[config.mk]
export PLATFORM = sky130hd
export DESIGN_NAME = div_restoring
export DESIGN_NICKNAME = d
export VERILOG_FILES = /design/src/rtl/arith_pkg.sv /design/src/rtl/add_sub.sv /design/src/rtl/div_restoring.sv
export SDC_FILE = /design/constraint.sdc
export NUM_CORES = 1
export LEC_CHECK = 0
export CORE_MARGIN = 2
export CORE_UTILIZATION = 33
export DETAILED_ROUTE_END_ITERATION = 6
export SYNTH_ARGS = -nofsm -noshare
export SYNTH_HDL_FRONTEND = slang
export SYNTH_HIERARCHICAL = 1
export SYNTH_SLANG_ARGS = --single-unit
export TNS_END_PERCENT = 20
[constraint.sdc]
create_clock -name clk -period 2.6 [get_ports clk]
set_input_delay 0.52 -clock clk [delete_from_list [all_inputs] [get_ports clk]]
set_output_delay 0.52 -clock clk [all_outputs]
set_load 0.005 [all_outputs]
[src/rtl/arith_pkg.sv]
// Shared arithmetic datapath types: divider state encoding and counter sizing.
// The divider's optional two's-complement mode is selected by DIV_SIGNED_EN.
package arith_pkg;

  typedef enum logic [1:0] {
    IDLE = 2'd0,
    CALC = 2'd1,
    DONE = 2'd2
  } div_state_t;

  localparam int DIV_N_DEFAULT = 4;

  // Iteration counter width for an n-bit divide.
  function automatic int cnt_width(input int n);
    return $clog2(n) + 1;
  endfunction

endpackage

[src/rtl/add_sub.sv]
// Ripple-carry adder-subtractor: sum = a + b (ctrl=0) or a - b (ctrl=1).
module add_sub #(
  parameter int W = 8
) (
  input  logic [W-1:0] a,
  input  logic [W-1:0] b,
  input  logic         ctrl,
  output logic [W-1:0] sum
);

  logic [W-1:0] b_x;
  logic [W-1:0] carry;

  assign b_x      = b ^ {W{ctrl}};
  assign carry[0] = ctrl;

  for (genvar i = 0; i < W; i++) begin : g_bit
    assign sum[i] = a[i] ^ b_x[i] ^ carry[i];
    if (i < W - 1) begin : g_carry
      assign carry[i+1] = (a[i] & b_x[i]) | (carry[i] & (a[i] ^ b_x[i]));
    end
  end

endmodule

[src/rtl/div_restoring.sv]
// Sequential restoring divider, one quotient bit per clock, valid/ready on both sides.
// Define DIV_SIGNED_EN for two's-complement operands (truncation toward zero).
//
// state | meaning
// IDLE  | in_ready high, waiting for operands
// CALC  | one trial subtraction per cycle, N cycles
// DONE  | result held on outputs until out_ready
module div_restoring
  import arith_pkg::*;
#(
  parameter int N = DIV_N_DEFAULT
) (
  input  logic         clk,
  input  logic         rst,
  input  logic         in_valid,
  output logic         in_ready,
  input  logic [N-1:0] dividend,
  input  logic [N-1:0] divisor,
  output logic         out_valid,
  input  logic         out_ready,
  output logic [N-1:0] quotient,
  output logic [N-1:0] remainder,
  output logic         div_zero
);

  localparam int CW = cnt_width(N);

  div_state_t    state, state_nxt;
  logic [N-1:0]  r_q, q_q, d_q;
  logic [CW-1:0] cnt_q;
  logic [N:0]    trial;
  logic [N-1:0]  r_nxt, q_nxt, q_fin, r_fin;
  logic [N-1:0]  dvd_mag, dvs_mag;
  logic          accept, zero_div, last_iter;

  assign accept    = (state == IDLE) && in_valid;
  assign zero_div  = (divisor == '0);
  assign last_iter = (cnt_q == CW'(N - 1));

`ifdef DIV_SIGNED_EN
  logic neg_q, neg_r;

  assign dvd_mag = dividend[N-1] ? (~dividend + 1'b1) : dividend;
  assign dvs_mag = divisor[N-1]  ? (~divisor + 1'b1)  : divisor;
  assign q_fin   = neg_q ? (~q_nxt + 1'b1) : q_nxt;
  assign r_fin   = neg_r ? (~r_nxt + 1'b1) : r_nxt;

  always_ff @(posedge clk) begin
    if (rst) begin
      neg_q <= 1'b0;
      neg_r <= 1'b0;
    end else if (accept) begin
      neg_q <= dividend[N-1] ^ divisor[N-1];
      neg_r <= dividend[N-1];
    end
  end
`else
  assign dvd_mag = dividend;
  assign dvs_mag = divisor;
  assign q_fin   = q_nxt;
  assign r_fin   = r_nxt;
`endif

  // Operand a is {R,Q} shifted left by one, seen through its upper N+1 bits.
  add_sub #(.W(N + 1)) u_trial (
    .a   ({r_q, q_q[N-1]}),
    .b   ({1'b0, d_q}),
    .ctrl(1'b1),
    .sum (trial)
  );

  always_comb begin
    r_nxt = {r_q[N-2:0], q_q[N-1]};
    q_nxt = {q_q[N-2:0], 1'b0};
    if (!trial[N]) begin
      r_nxt = trial[N-1:0];
      q_nxt = {q_q[N-2:0], 1'b1};
    end
  end

  always_ff @(posedge clk) begin
    if (rst) state <= IDLE;
    else     state <= state_nxt;
  end

  always_comb begin
    state_nxt = state;
    in_ready  = 1'b0;
    out_valid = 1'b0;
    case (state)
      IDLE: begin
        in_ready = 1'b1;
        if (in_valid) state_nxt = zero_div ? DONE : CALC;
      end
      CALC: if (last_iter) state_nxt = DONE;
      DONE: begin
        out_valid = 1'b1;
        if (out_ready) state_nxt = IDLE;
      end
      default: state_nxt = IDLE;
    endcase
  end

  always_ff @(posedge clk) begin
    if (rst) begin
      r_q       <= '0;
      q_q       <= '0;
      d_q       <= '0;
      cnt_q     <= '0;
      quotient  <= '0;
      remainder <= '0;
      div_zero  <= 1'b0;
    end else if (accept) begin
      r_q   <= '0;
      q_q   <= dvd_mag;
      d_q   <= dvs_mag;
      cnt_q <= '0;
      if (zero_div) begin
        quotient  <= '1;
        remainder <= dividend;
        div_zero  <= 1'b1;
      end
    end else if (state == CALC) begin
      r_q   <= r_nxt;
      q_q   <= q_nxt;
      cnt_q <= cnt_q + 1'b1;
      if (last_iter) begin
        quotient  <= q_fin;
        remainder <= r_fin;
        div_zero  <= 1'b0;
      end
    end
  end

endmodule

-- After elaboration in Yosys (flattened, before gate mapping)
Cells that the tools add are included.
- flip-flop bits (word level): 26
- bits of input ports: 12
- logic and storage cells: 69
- $add $sub $neg: 1
- equal/unequal tests: 7
- mux-type cells: 23
- bitwise gates (word level): 22
- reduce and logical (&&, ||, !) cells: 8
- operators by type and width (operator ; number):
    $mux 4 ; 11
    $xor 1x1->1 ; 9
    $mux 2 ; 4
    $and 1x1->1 ; 7
    $mux 1 ; 7
    $ne 2x2->1 const B ; 3
    $pmux 2 s3 ; 1
    $reduce_and 3->1 ; 2
    $not 4->5 ; 1
    $logic_not 4->1 ; 1
    $or 1x1->1 ; 4
    $reduce_bool 2->1 ; 2
    $add 3x1->3 const B ; 1
    $eq 3x2->1 const B ; 1
    $eq 2x1->1 const B ; 1
    $eq 2x2->1 const B ; 1
    $logic_not 2->1 ; 1
    $ne 2x1->1 const B ; 1
    $reduce_or 2->1 ; 1
    $logic_and 1x1->1 ; 1
    $not 1->1 ; 1

-- Logic depth before layout (Yosys ltp)
Gate-level depths: netlist of the first run.
- depth in word-level cells: 14
- depth in mapped cells: 12

-- Modules after synthesis
The synthesis of the first run kept the hierarchy.
- modules (own cells, without submodules) (module ; times used ; cells each ; area an instance (sq um) ; sequential area each (sq um)):
    div_restoring ; 1 ; 126 ; 1174.9 ; 520.5
    add_sub ; 1 ; 17 ; 170.2 ; 0.0

-- Least setup slack after synthesis of the first run
No wires, ideal clock.
- path type: register -> register
- start: register d_q[0]
- end: register remainder[0]
- arrival: 2623 ps
- data required time: 2528 ps
- slack: -95 ps
- stages on the path, launching flop included: 12
- clock period less this slack: 2695 ps
- path through: dfxtp_1 > mux2_2 > fa_1 > inv_1 > fa_1 > fa_1 > xnor2_1 > xnor2_1 > buf_1 > mux2i_1 > a221o_1 > mux2i_1
- longest elaborated chain between the ends: 14
- ends and longest elaborated chain (item ; line ; source):
    start: declaration ; div_restoring.sv:29 ; logic [N-1:0] r_q, q_q, d_q;
    start signal: assignment ; div_restoring.sv:116 ; d_q <= dvs_mag;
    $not 4->5 (no source line) * ; - ;
    $and 1x1->1 or $xor 1x1->1 (tied branches) ; add_sub.sv:20 ; assign carry[i+1] = (a[i] & b_x[i]) | (carry[i] & (a[i] ^ b_x[i]));
    $or 1x1->1 * ; add_sub.sv:20 ;
    $and 1x1->1 * ; add_sub.sv:20 ;
    $or 1x1->1 * ; add_sub.sv:20 ;
    $and 1x1->1 * ; add_sub.sv:20 ;
    $or 1x1->1 * ; add_sub.sv:20 ;
    $and 1x1->1 * ; add_sub.sv:20 ;
    $or 1x1->1 * ; add_sub.sv:20 ;
    $xor 1x1->1 * ; add_sub.sv:18 ; assign sum[i] = a[i] ^ b_x[i] ^ carry[i];
    net trial[4] ; div_restoring.sv:31 ; logic [N:0] trial;
    $mux 4 * ; div_restoring.sv:75 ; if (!trial[N]) begin
    $mux 4 * ; div_restoring.sv:127 ; if (last_iter) begin
    $mux 4 * ; div_restoring.sv:123 ; end else if (state == CALC) begin
    $mux 4 * ; div_restoring.sv:113 ; end else if (accept) begin
    end signal: assignment ; div_restoring.sv:120 ; remainder <= dividend;
    end signal: assignment ; div_restoring.sv:129 ; remainder <= r_fin;
    end: declaration ; div_restoring.sv:22 ; output logic [N-1:0] remainder,
Mark *: on every way through the listed nets, which the timed path passes. The rest lies on a longest branch. The select of a mux whose other input is x is not followed.
A chain may end at the register's enable or synchronous reset.

-- Final worst setup path of the first run
- start: register d_q[1]
- end: register remainder[0]
- longest elaborated chain between the ends: 13
- ends and longest elaborated chain (item ; line):
    $not 4->5 (no source line) * ; -
    $xor 1x1->1 ; add_sub.sv:20
    $and 1x1->1 ; add_sub.sv:20
    $or 1x1->1 * ; add_sub.sv:20
    $and 1x1->1 * ; add_sub.sv:20
    $or 1x1->1 * ; add_sub.sv:20
    $and 1x1->1 * ; add_sub.sv:20
    $or 1x1->1 * ; add_sub.sv:20
    $xor 1x1->1 * ; add_sub.sv:18
    net trial[4] ; div_restoring.sv:31
    $mux 4 * ; div_restoring.sv:75
    $mux 4 * ; div_restoring.sv:127
    $mux 4 * ; div_restoring.sv:123
    $mux 4 * ; div_restoring.sv:113
Marks and branches as above.

==> flow_summary.json, run 1 <==
{
  "status": "complete, no violations",
  "r2r_slack_ps": 10,
  "relSlewSlack_pct": 64.9,
  "final_nets": 189,
  "routabilityCongestion": 0.846,
  "ys_ff_latch": 26,
  "timing.rr.start": "d_q[1]",
  "final_hold_viol_count": 0,
  "cts_buffer_depth": 2,
  "worstPathArrival_ps": 2790,
  "syn-num-nets": 160,
  "startpoint": "d_q[1]",
  "routed_wl_um": 2920,
  "start_util_pct": 33.9,
  "syn_avg_cell_area_um2": 9.41,
  "peakVddDrop_v": 0.000272,
  "period_minus_slack_ps": 2590,
  "multi_input_area_um2": 779,
  "drt-wirelength-per-cell_um": 13.2,
  "p_per_area_nw_per_um2": 539,
  "postRouteAntennaNets": 0,
  "clk_latency_ps": 260,
  "synthToLayoutAreaGrowth_pct": 30.6,
  "critPathRequiredTime_ps": 2800,
  "cp_cell_sequence": "xor2_2 > fa_2 > inv_2 > fa_2 > fa_2 > xnor2_2 > xnor2_1 > buf_4 > mux2i_4 > a221o_1 > mux2i_1",
  "final_area_um2": 1760,
  "cts_tree": "done",
  "drv_cap": 0,
  "cp-end-kind": "flop",
  "cts-buffers-inserted": 3,
  "nFillCells": 394,
  "drt_iter0_markers": 11,
  "die_w_um": 67.8,
  "drv_slew": 0,
  "num_vias": 1060,
  "grt.total_usage_pct": 14.0,
  "portBuffers": 22,
  "finish.utilization_pct": 44.2,
  "antenna_found_initial": 0,
  "crit_top_cell": "fa_2",
  "drive_gt1_share_pct": 18.7,
  "min_path_type": "reg -> reg",
  "yosysWarnings": 6,
  "synth.distinct_cells": 32,
  "r2r.worst_path.cells": 11,
  "final_common_cell": "dfxtp_1",
  "worst_slew_pin_slew_ps": 525,
  "drc_errors": 0,
  "cp-start-kind": "flop",
  "syn_inst": 143,
  "chipHeight_um": 67.8,
  "dpl_cell_area_um2": 1650,
  "finalSetupViolCount": 0,
  "r2r-end": "remainder[0]",
  "timing.final.crit_share_pct": 99.5,
  "hold_end": "quotient[0]",
  "clock_skew_ps": 1.70,
  "hold_buffers": 0,
  "grt_max_degree": 18,
  "overflow": 0,
  "cp_max_fo": 5,
  "crit_slowest_cell": "fa_2",
  "hold-path-cell-count": 2,
  "antenna_cells": 0,
  "hpwl_um": 2240,
  "crit_type": "reg -> reg",
  "vias_per_cell": 4.80,
  "clockRootBuffer": "clkbuf_8",
  "num_rows": 23,
  "yosysSeqAreaShare_pct": 38.7,
  "htree_levels": 1,
  "max_stage_delay_ps": 360,
  "dr.pass1.iters": 4,
  "clock.fmax_ghz": 0.386,
  "grt_first_pass_wirelength_um": 4840,
  "rsz0062_at_grt": "yes",
  "first_global_vias": 1060,
  "post_cts_buffers": 0,
  "syn_area_um2": 1350,
  "cts.sinks": 26,
  "io_pins": 23,
  "final_cell_mix": "24 x dfxtp_1, 22 x clkdlybuf4s50_1, 12 x nor2_1, 12 x nand2_1",
  "core_um2": 3970,
  "hold_start": "quotient[0]",
  "p_leak_nw": 0.692,
  "regArea_um2": 523,
  "die_area_um2": 4600,
  "clk_pin_slew_worst_paths_ps": 90
}
flip-flops by register name, indices dropped and copies added (netlist names):
| register | cells |
|---|---|
| cnt_q | 3 |
| div_zero | 1 |
| d_q | 4 |
| quotient | 4 |
| remainder | 4 |
| q_q | 4 |
| state | 2 |
| r_q | 4 |
repair_timing:
item | in CTS | in global routing
endpoints found under the setup margin | 4 | 8
hold endpoints to repair | 0 | 0
gates cloned | 0 | 0
pin swaps | 7 | 5
gates resized for setup | 11 | 3
worst max-delay path by stage:
stage,slack (ps),endpoint,cells past startpoint
4_1_cts,-80,remainder[0],11
2_1_floorplan,40,remainder[1],11
5_1_grt,-130,remainder[0],11
3_5_place_dp,-130,remainder[0],11
3_3_place_gp,-20,remainder[2],11
6_report,10,remainder[0],11
cell usage after synthesis (all sizes together):
| master | number | area [um^2] |
|---|---|---|
| nand3b | 1 | 7.51 |
| and2b | 1 | 7.51 |
| fa | 3 | 60.1 |
| ha | 2 | 25.0 |
| nor2 | 12 | 45.0 |
| or3b | 2 | 17.5 |
| o21bai | 1 | 7.51 |
| xor2 | 2 | 17.5 |
| a22oi | 5 | 37.5 |
| a31o | 1 | 8.76 |
| a21oi | 10 | 50.1 |
| mux2 | 1 | 11.3 |
| inv | 11 | 41.3 |
| a221o | 4 | 40.0 |
| a21boi | 1 | 18.8 |
| xnor2 | 6 | 60.1 |
| buf | 7 | 52.5 |
| nand2 | 12 | 45.0 |
| a211oi | 9 | 67.6 |
| nor4 | 1 | 6.26 |
| conb | 2 | 7.51 |
| clkbuf | 1 | 3.75 |
| nor3b | 1 | 18.8 |
| or2b | 2 | 15.0 |
| mux2i | 9 | 90.1 |
| dfxtp | 26 | 521 |
| nor2b | 5 | 31.3 |
| nand2b | 5 | 31.3 |
worst max-delay path: cells and delay by family (launching register included):
kind / cells / cell delay, ps
buf+inv: 2 / 210
compound gates: 1 / 340
flops: 1 / 340
mux: 2 / 310
xor+xnor: 3 / 400
fa+ha+maj: 3 / 930
area by class of cell:
cell class | count | area share (%)
clock buffers | 4 | 3.13
inverters | 11 | 2.35
multi-input cells | 98 | 44.4
flip-flops and latches | 26 | 29.8
well taps | 50 | 3.56
repair buffers | 32 | 16.8
stage by stage:
step           std cells  setup slack [ps]  total power, mW  setup TNS, ps  hold WS (ps)
3_5_place_dp         217              -132            0.669           -340           440
3_3_place_gp         217             -17.3            0.666          -24.4           433
2_1_floorplan        143              35.7            0.587              0           437
6_report             221              11.8            0.947              0           453
4_1_cts              221             -80.0            0.948           -206           454
5_1_grt              221              -133            0.996           -506           466
where the power goes:
part           leakage, nW  switching [mW]  internal [mW]  total (mW)
clock network       0.0288           0.125          0.135       0.260
logic                0.451           0.115          0.136       0.251
registers            0.213          0.0184          0.418       0.437
total                0.692           0.258          0.689       0.947
routing by layer:
layer | up-vias | routed length (um) | global-route usage [%]
met5 | - | 0 | 0
met4 | 0 | 25 | 5.00
met3 | 2 | 113 | 2.30
met2 | 24 | 1470 | 24.5
met1 | 498 | 1310 | 17.2
li1 | 536 | - | -
cells by family (layout without fill, tap and decap cells):
logic type / count (synthesis) / count (layout) / share of synthesized area [%]
compound gates: 31 / 31 / 17.1
xor+xnor: 8 / 8 / 5.77
fa+ha+maj: 5 / 5 / 6.33
buf+inv: 19 / 47 / 7.25
flops: 26 / 26 / 38.7
mux: 10 / 10 / 7.54
other cells: 2 / 2 / 0.558
simple gates: 42 / 42 / 16.7
Note: power is estimated with default switching activity, not from simulation.
==> run 2, diff against run 1 <==
--- a/config.mk
+++ b/config.mk
@@ -5,6 +5,8 @@
 export SDC_FILE = /design/constraint.sdc
 export NUM_CORES = 1
 export LEC_CHECK = 0
+export ABC_CLOCK_PERIOD_IN_PS = 2600
+export CAP_MARGIN = 20
 export CORE_MARGIN = 2
 export CORE_UTILIZATION = 33
 export DETAILED_ROUTE_END_ITERATION = 6
==> results of run 2 <==
No change in the layout: final DEF, timing and power equal those of run 1.
